==> config.mk <==
export PLATFORM = sky130hd
export DESIGN_NAME = dmem_arbiter_flat
export DESIGN_NICKNAME = d
export VERILOG_FILES = /design/src/rtl/dmem_arbiter_if.sv /design/src/rtl/dmem_arbiter.sv /design/src/flat_wrapper.sv
export SDC_FILE = /design/constraint.sdc
export NUM_CORES = 1
export LEC_CHECK = 0
export ABC_CLOCK_PERIOD_IN_PS = 1500
export BUFFER_PORTS_ARGS = -buffer_cell sky130_fd_sc_hd__buf_2
export CAP_MARGIN = 15
export CORE_MARGIN = 2
export CORE_UTILIZATION = 42
export CTS_BUF_LIST = sky130_fd_sc_hd__clkbuf_16
export CTS_CLUSTER_DIAMETER = 200
export DETAILED_ROUTE_END_ITERATION = 8
export PLACE_DENSITY = 0.75
export SLEW_MARGIN = 15
export SYNTH_ARGS = -nofsm -noshare
export SYNTH_HDL_FRONTEND = slang
export SYNTH_SLANG_ARGS = --single-unit
==> constraint.sdc <==
create_clock -name clk -period 1.5 [get_ports clk]
set_input_delay 0.225 -clock clk [delete_from_list [all_inputs] [get_ports clk]]
set_output_delay 0.225 -clock clk [all_outputs]
set_load 0.03 [all_outputs]
==> src/rtl/dmem_arbiter_if.sv <==
// Requester-side and memory-side signals of the data-memory arbiter.
// The arbiter connects through the slave modport; requesters and memory use master.
interface dmem_arbiter_if #(
  parameter int AW = 8,
  parameter int DW = 8
);
  logic          r0_req;
  logic          r0_we;
  logic [AW-1:0] r0_addr;
  logic [DW-1:0] r0_wdata;
  logic          r0_ack;
  logic [DW-1:0] r0_rdata;
  logic          r1_req;
  logic          r1_we;
  logic [AW-1:0] r1_addr;
  logic [DW-1:0] r1_wdata;
  logic          r1_ack;
  logic [DW-1:0] r1_rdata;
  logic          r1_err;
  logic [AW-1:0] mem_addr;
  logic [DW-1:0] mem_wdata;
  logic          mem_r_w;
  logic [DW-1:0] mem_rdata;
  logic          busy;
  logic          gnt_id;

  modport slave (
    input  r0_req, r0_we, r0_addr, r0_wdata,
    input  r1_req, r1_we, r1_addr, r1_wdata,
    input  mem_rdata,
    output r0_ack, r0_rdata, r1_ack, r1_rdata, r1_err,
    output mem_addr, mem_wdata, mem_r_w, busy, gnt_id
  );

  modport master (
    output r0_req, r0_we, r0_addr, r0_wdata,
    output r1_req, r1_we, r1_addr, r1_wdata,
    output mem_rdata,
    input  r0_ack, r0_rdata, r1_ack, r1_rdata, r1_err,
    input  mem_addr, mem_wdata, mem_r_w, busy, gnt_id
  );
endinterface

==> src/rtl/dmem_arbiter.sv <==
// Two-requester round-robin arbiter and access sequencer for the data memory.
// Optional macro DMEM_ARB_PROTECT_EN blocks requester-1 writes at or above PROT_BASE.
//
// state  | meaning
// IDLE   | sample requests, grant winner
// ACCESS | address/data on bus, r_w high for one cycle on writes
// RWAIT  | RD_LAT cycles waiting for read data
// DONE   | ack pulse to winner, update last served
module dmem_arbiter #(
  parameter int            AW        = 8,
  parameter int            DW        = 8,
  parameter int            RD_LAT    = 1,
  parameter logic [AW-1:0] PROT_BASE = AW'('hF0)
) (
  input logic           clk,
  input logic           rst,
  dmem_arbiter_if.slave bus
);

`ifdef DMEM_ARB_PROTECT_EN
  localparam bit PROT_EN = 1'b1;
`else
  localparam bit PROT_EN = 1'b0;
`endif
  localparam int CW = (RD_LAT > 1) ? $clog2(RD_LAT) : 1;

  typedef enum logic [1:0] {IDLE, ACCESS, RWAIT, DONE} state_e;

  state_e        state_q;
  logic          id_q, we_q, prot_q, last_q;
  logic [CW-1:0] cnt_q;
  logic [AW-1:0] addr_q;
  logic [DW-1:0] wdata_q, rdata0_q, rdata1_q;
  logic          rw_q, ack0_q, ack1_q, err_q, busy_q, gnt_q;

  logic          req_d, id_d, we_d, prot_d;
  logic [AW-1:0] addr_d;
  logic [DW-1:0] wdata_d;

  // On a tie the requester that was not served last wins.
  always_comb begin
    req_d   = bus.r0_req | bus.r1_req;
    id_d    = bus.r1_req & ~(bus.r0_req & last_q);
    we_d    = id_d ? bus.r1_we    : bus.r0_we;
    addr_d  = id_d ? bus.r1_addr  : bus.r0_addr;
    wdata_d = id_d ? bus.r1_wdata : bus.r0_wdata;
    prot_d  = PROT_EN & id_d & we_d & (addr_d >= PROT_BASE);
  end

  always_ff @(posedge clk or posedge rst) begin
    if (rst) begin
      state_q  <= IDLE;
      id_q     <= 1'b0;
      we_q     <= 1'b0;
      prot_q   <= 1'b0;
      last_q   <= 1'b1;
      cnt_q    <= '0;
      addr_q   <= '0;
      wdata_q  <= '0;
      rdata0_q <= '0;
      rdata1_q <= '0;
      rw_q     <= 1'b0;
      ack0_q   <= 1'b0;
      ack1_q   <= 1'b0;
      err_q    <= 1'b0;
      busy_q   <= 1'b0;
      gnt_q    <= 1'b0;
    end else begin
      ack0_q <= 1'b0;
      ack1_q <= 1'b0;
      err_q  <= 1'b0;
      case (state_q)
        IDLE: begin
          if (req_d) begin
            state_q <= ACCESS;
            id_q    <= id_d;
            we_q    <= we_d;
            prot_q  <= prot_d;
            addr_q  <= addr_d;
            wdata_q <= wdata_d;
            rw_q    <= we_d & ~prot_d;
            busy_q  <= 1'b1;
            gnt_q   <= id_d;
          end
        end
        ACCESS: begin
          rw_q <= 1'b0;
          if (we_q || (RD_LAT == 0)) begin
            state_q <= DONE;
            ack0_q  <= ~id_q;
            ack1_q  <= id_q;
            err_q   <= prot_q;
            if (!we_q) begin
              if (id_q) rdata1_q <= bus.mem_rdata;
              else      rdata0_q <= bus.mem_rdata;
            end
          end else begin
            state_q <= RWAIT;
            cnt_q   <= CW'(RD_LAT - 1);
          end
        end
        RWAIT: begin
          if (cnt_q == '0) begin
            state_q <= DONE;
            ack0_q  <= ~id_q;
            ack1_q  <= id_q;
            if (id_q) rdata1_q <= bus.mem_rdata;
            else      rdata0_q <= bus.mem_rdata;
          end else begin
            cnt_q <= cnt_q - CW'(1);
          end
        end
        DONE: begin
          state_q <= IDLE;
          busy_q  <= 1'b0;
          last_q  <= id_q;
        end
        default: state_q <= IDLE;
      endcase
    end
  end

  assign bus.r0_ack    = ack0_q;
  assign bus.r1_ack    = ack1_q;
  assign bus.r0_rdata  = rdata0_q;
  assign bus.r1_rdata  = rdata1_q;
  assign bus.r1_err    = err_q;
  assign bus.mem_addr  = addr_q;
  assign bus.mem_wdata = wdata_q;
  assign bus.mem_r_w   = rw_q;
  assign bus.busy      = busy_q;
  assign bus.gnt_id    = gnt_q;

endmodule

==> src/flat_wrapper.sv <==
// flat-port wrapper written by rule: the top's interface ports become plain ports
module dmem_arbiter_flat 
#(
  parameter int            AW        = 8,
  parameter int            DW        = 8,
  parameter int            RD_LAT    = 1,
  parameter logic [AW-1:0] PROT_BASE = AW'('hF0)
)
  (clk, rst, bus_r0_req, bus_r0_we, bus_r0_addr, bus_r0_wdata, bus_r1_req, bus_r1_we, bus_r1_addr, bus_r1_wdata, bus_mem_rdata, bus_r0_ack, bus_r0_rdata, bus_r1_ack, bus_r1_rdata, bus_r1_err, bus_mem_addr, bus_mem_wdata, bus_mem_r_w, bus_busy, bus_gnt_id);
  dmem_arbiter_if #(.AW(AW), .DW(DW)) bus_i ();
  input logic clk;
  input logic rst;
  input wire logic [$bits(bus_i.r0_req)-1:0] bus_r0_req;
  input wire logic [$bits(bus_i.r0_we)-1:0] bus_r0_we;
  input wire logic [$bits(bus_i.r0_addr)-1:0] bus_r0_addr;
  input wire logic [$bits(bus_i.r0_wdata)-1:0] bus_r0_wdata;
  input wire logic [$bits(bus_i.r1_req)-1:0] bus_r1_req;
  input wire logic [$bits(bus_i.r1_we)-1:0] bus_r1_we;
  input wire logic [$bits(bus_i.r1_addr)-1:0] bus_r1_addr;
  input wire logic [$bits(bus_i.r1_wdata)-1:0] bus_r1_wdata;
  input wire logic [$bits(bus_i.mem_rdata)-1:0] bus_mem_rdata;
  output wire logic [$bits(bus_i.r0_ack)-1:0] bus_r0_ack;
  output wire logic [$bits(bus_i.r0_rdata)-1:0] bus_r0_rdata;
  output wire logic [$bits(bus_i.r1_ack)-1:0] bus_r1_ack;
  output wire logic [$bits(bus_i.r1_rdata)-1:0] bus_r1_rdata;
  output wire logic [$bits(bus_i.r1_err)-1:0] bus_r1_err;
  output wire logic [$bits(bus_i.mem_addr)-1:0] bus_mem_addr;
  output wire logic [$bits(bus_i.mem_wdata)-1:0] bus_mem_wdata;
  output wire logic [$bits(bus_i.mem_r_w)-1:0] bus_mem_r_w;
  output wire logic [$bits(bus_i.busy)-1:0] bus_busy;
  output wire logic [$bits(bus_i.gnt_id)-1:0] bus_gnt_id;
  assign bus_i.r0_req = bus_r0_req;
  assign bus_i.r0_we = bus_r0_we;
  assign bus_i.r0_addr = bus_r0_addr;
  assign bus_i.r0_wdata = bus_r0_wdata;
  assign bus_i.r1_req = bus_r1_req;
  assign bus_i.r1_we = bus_r1_we;
  assign bus_i.r1_addr = bus_r1_addr;
  assign bus_i.r1_wdata = bus_r1_wdata;
  assign bus_i.mem_rdata = bus_mem_rdata;
  assign bus_r0_ack = bus_i.r0_ack;
  assign bus_r0_rdata = bus_i.r0_rdata;
  assign bus_r1_ack = bus_i.r1_ack;
  assign bus_r1_rdata = bus_i.r1_rdata;
  assign bus_r1_err = bus_i.r1_err;
  assign bus_mem_addr = bus_i.mem_addr;
  assign bus_mem_wdata = bus_i.mem_wdata;
  assign bus_mem_r_w = bus_i.mem_r_w;
  assign bus_busy = bus_i.busy;
  assign bus_gnt_id = bus_i.gnt_id;
  dmem_arbiter #(.AW(AW), .DW(DW), .RD_LAT(RD_LAT), .PROT_BASE(PROT_BASE)) u_core (.clk(clk), .rst(rst), .bus(bus_i));
endmodule
Yosys cells after proc, flatten, opt, wreduce, memory -nomap -nowiden. Index checks and enable logic that the tools add are counted.

Add/sub/neg operators: 1. Mux-type cells: 20. Bitwise gates (word level): 6. Equal/unequal tests: 6. Reduce and logical (&&, ||, !) cells: 11.

Operators by type and width (number): $mux 8 (2); $mux 1 (10); $pmux 1 s2 (5); $reduce_and 2->1 (5); $pmux 2 s4 (1); $reduce_and 3->1 (2); $reduce_bool 2->1 (3); $eq 2x2->1 const B (2); $mux 2 (2); $ne 2x2->1 const B (2); $not 1->1 (3); $and 1x1->1 (2); $eq 2x1->1 const B (1); $logic_not 2->1 (1); $ne 2x1->1 const B (1); $or 1x1->1 (1); $sub 1x1->1 const B (1).

Flip-flop bits (word level): 42. Output and inout bits: 38. Logic and storage cells: 57.

Longest topological paths before layout.
Depth after elaboration: 6. Mapped depth: 6. Gate-level depth less buffers: 5.

Worst setup path after synthesis. No wires, ideal clock.

Path type: reg-to-reg. From: register u_core.state_q[0]. To: register u_core.state_q[1]. Setup slack: 0.046 ns. Library setup time: 0.128 ns. Arrival time: 1.326 ns. Cell stages (with the launch flop): 5. Data required time: 1.372 ns. Cells stage by stage: dfrtp_1 -> inv_1 -> ha_1 -> nor3b_2 -> mux2_1.

Cells in the longest elaborated chain, start to end: 3.

Ends and longest elaborated chain: start, declared (line dmem_arbiter.sv:29) `state_e state_q;`; start signal, assigned (line dmem_arbiter.sv:52) `state_q <= IDLE;`; start signal, assigned (line dmem_arbiter.sv:75) `state_q <= ACCESS;`; start signal, assigned (line dmem_arbiter.sv:89) `state_q <= DONE;`; $eq 2x2->1 or $logic_not 2->1 (tied branches) (line dmem_arbiter.sv:72) `case (state_q)`; $ne 2x2->1 (no source line) or $ne 2x1->1 (tied branches); $reduce_and 2->1 (no source line).

Several ways; a longest one is shown, not always the timed one. A chain may end at the register's enable or synchronous reset.

Final worst setup path. Same ends and word-level chain as after synthesis.

==> impl_metrics.tcl <==
set metrics [dict create \
    hp-start "bus_r0_wdata[6]" \
    grtUsageTotal 0.187 \
    cp_cell_sequence "inv_1 -> ha_4 -> nor3b_4 -> mux2_1" \
    synthesis.nets 217 \
    critical_path_class "reg -> reg" \
    coreArea_um2 4320 \
    cp_max_fo 4 \
    grt_pass1_vias 1573 \
    fin_crit_ns 1.48 \
    cts_buffers 5 \
    io_buffers 82 \
    final_common_cell "buf_2" \
    clk_latency_ns 0.28 \
    hold_end "u_core.bus.mem_wdata[6]" \
    vias 1583 \
    r2r_slack_ns 0.02 \
    p_leak_nw 1.29 \
    area_delta_synth_final_pct 39.4 \
    yosysWarnings 0 \
    synthCells 166 \
    cp_num_buf_inv 1 \
    worstRegToRegCells 4 \
    start_util 0.433 \
    firstDrtPassIters 4 \
    max_slew_margin 0.603 \
    crit_cells 4 \
    diodes 0 \
    nets 317 \
    die_w_um 70.8 \
    rows 24 \
    maxSlewViolCount 0 \
    cts_tree "done" \
    hold_path_depth 3 \
    grt_pass1_wl_mm 7.29 \
    htreeDepth 2 \
    first_iter_violations 84 \
    gr-total-overflow 0 \
    clock_skew_ns 0.00426 \
    setup_viol 0 \
    cts.clk_slew.worst_paths_ns 0.06 \
    synth_area_leader_cell "dfrtp_1" \
    r2r-end "u_core.state_q[1]" \
    cts_sinks 41 \
    cp_top_family "flip-flops" \
    status "complete, no violations" \
    ys_ff_latch 41 \
    max_freq_mhz 674 \
    io_pins 84 \
    cts_root_buf "clkbuf_16" \
    clock_path_buffers 2 \
    endpoint_kind "register" \
    die_h_um 70.8 \
    required_ns 1.67 \
    grt_max_degree 18 \
    arrival_ns 1.65 \
    dp_hpwl_mm 3.32 \
    start_kind "register" \
    final_cell_mix "82 x buf_2, 40 x dfrtp_1, 21 x nand2_1, 21 x nor2_1, 18 x a21oi_2" \
    whs_ns 0.169 \
    min_path_type "in -> reg" \
    synth_area_um2 1870 \
    wl_per_cell_um 13.7 \
    total_power_mw 6.34 \
    final_hold_viol_count 0 \
    synthDistinctLibCells 27 \
    netlist_top_cells_area "dfrtp_1 53%, a21oi_2 8.4%, mux2_1 5.4%, mux2_2 5.4%, nand2_1 4.4%" \
    synth_top_area_share 0.534 \
    fin_crit_sh 0.989 \
    drive_gt1_frac 0.517 \
    final_antenna_net_count 0 \
    cap_violations 0 \
    peakVddDrop_uv 1030 \
    slowest_delay_ns 0.38 \
    rsz0062_at_grt "true" \
    dieArea_um2 5010 \
    drc 0 \
    gp_congestion 0.863 \
    syn-mean-instance-area_um2 11.3 \
    fill_cells 393 \
    tightest_slew_ns 0.594 \
    antenna_found_initial 0 \
    critPathSlowestCell "dfrtp_1" \
    reg2reg_from "u_core.state_q[0]" \
    p_per_area_nw_per_um2 2430 \
    drt_wl_total_mm 4.38 \
    yosysSeqAreaShare 0.548 \
    viasPerCell 4.96 \
]
-- synth_stat cells, drive strengths merged --
| cell | instances |
|---|---|
| ha | 5 |
| and2 | 1 |
| nor3b | 1 |
| o21ai | 3 |
| a21bo | 1 |
| a21oi | 33 |
| conb | 1 |
| inv | 5 |
| mux2 | 18 |
| dfrtp | 40 |
| a21boi | 1 |
| nor2 | 21 |
| dfstp | 1 |
| o21a | 1 |
| o31ai | 2 |
| a32oi | 1 |
| o21bai | 1 |
| nand2 | 22 |
| buf | 7 |
| a31oi | 1 |
-- metrics by stage --
step	setup WS, ns	std cells	area [µm²]	utilization	setup TNS (ns)
floorplan	0.0463	166	1870	-	0
global placement	0.0608	307	2410	0.558	0
detailed placement	-0.0320	307	2410	0.558	-0.0320
CTS	0.00195	318	2580	0.598	0
global route	-0.0237	319	2610	0.604	-0.0476
finish	0.0166	319	2610	0.604	0
-- cell families after synthesis --
group           share of synthesized area
fa+ha+maj                          0.0334
buf+inv                            0.0381
simple gates                       0.0962
flops                               0.548
mux                                 0.108
other cells                       0.00200
compound gates                      0.174
-- worst min-delay path, cell delays in order --
cell	delay (ns)
buf_2	0.09
nand2_1	0.05
a21oi_1	0.05
-- flip-flops by register name (all words and copies together), names as in the netlist --
name                  count
u_core.bus.mem_wdata      8
u_core.bus.r1_rdata       8
u_core.bus.mem_r_w        1
u_core.bus.busy           1
u_core.we_q               1
u_core.last_q             1
u_core.state_q            2
u_core.bus.r0_ack         1
u_core.bus.r1_ack         1
u_core.bus.mem_addr       8
u_core.bus.r0_rdata       8
u_core.bus.gnt_id         1
-- power by group --
group	switching, mW	internal [mW]	total (mW)
Sequential	0.294	1.68	1.97
Clock	0.404	0.598	1.00
Combinational	2.11	1.25	3.36
-- cell type report --
class,count,area [µm²],area share
Clock buffer,5,125,0.0479
Clock inverter,3,11.3,0.00431
Inverter,5,18.8,0.00719
Multi-Input combinational cell,113,803,0.308
Sequential cell,41,1030,0.393
Tap cell,52,65.1,0.0249
Timing Repair Buffer,100,561,0.215
-- how the worst max path moves through the flow --
stage / endpoint / from / slack (ns)
2_1_floorplan: u_core.state_q[1] / u_core.state_q[0] / 0.05
4_1_cts: u_core.state_q[0] / u_core.state_q[1] / 0.002
5_1_grt: u_core.state_q[0] / u_core.state_q[1] / -0.02
6_report: u_core.state_q[1] / u_core.state_q[0] / 0.02
3_3_place_gp: u_core.bus.mem_wdata[2] / bus_r1_req / 0.06
3_5_place_dp: u_core.state_q[1] / u_core.state_q[1] / -0.03
-- layer usage --
metal / track usage / vias up / routed length [µm]
met4: 0.0839 / 0 / 76
met1: 0.235 / 763 / 1870
met5: 0 / - / 0
li1: - / 762 / -
met2: 0.316 / 52 / 2200
met3: 0.0328 / 6 / 231
-- timing repair --
action | CTS | global route
endpoints found under the setup margin | 4 | 22
endpoints found under the hold margin | 10 | 0
hold buffers | 1 | 0
resized for setup | 2 | 3
cloned | 0 | 0
setup buffers | 2 | 1
(Power assumes the default switching activity.)
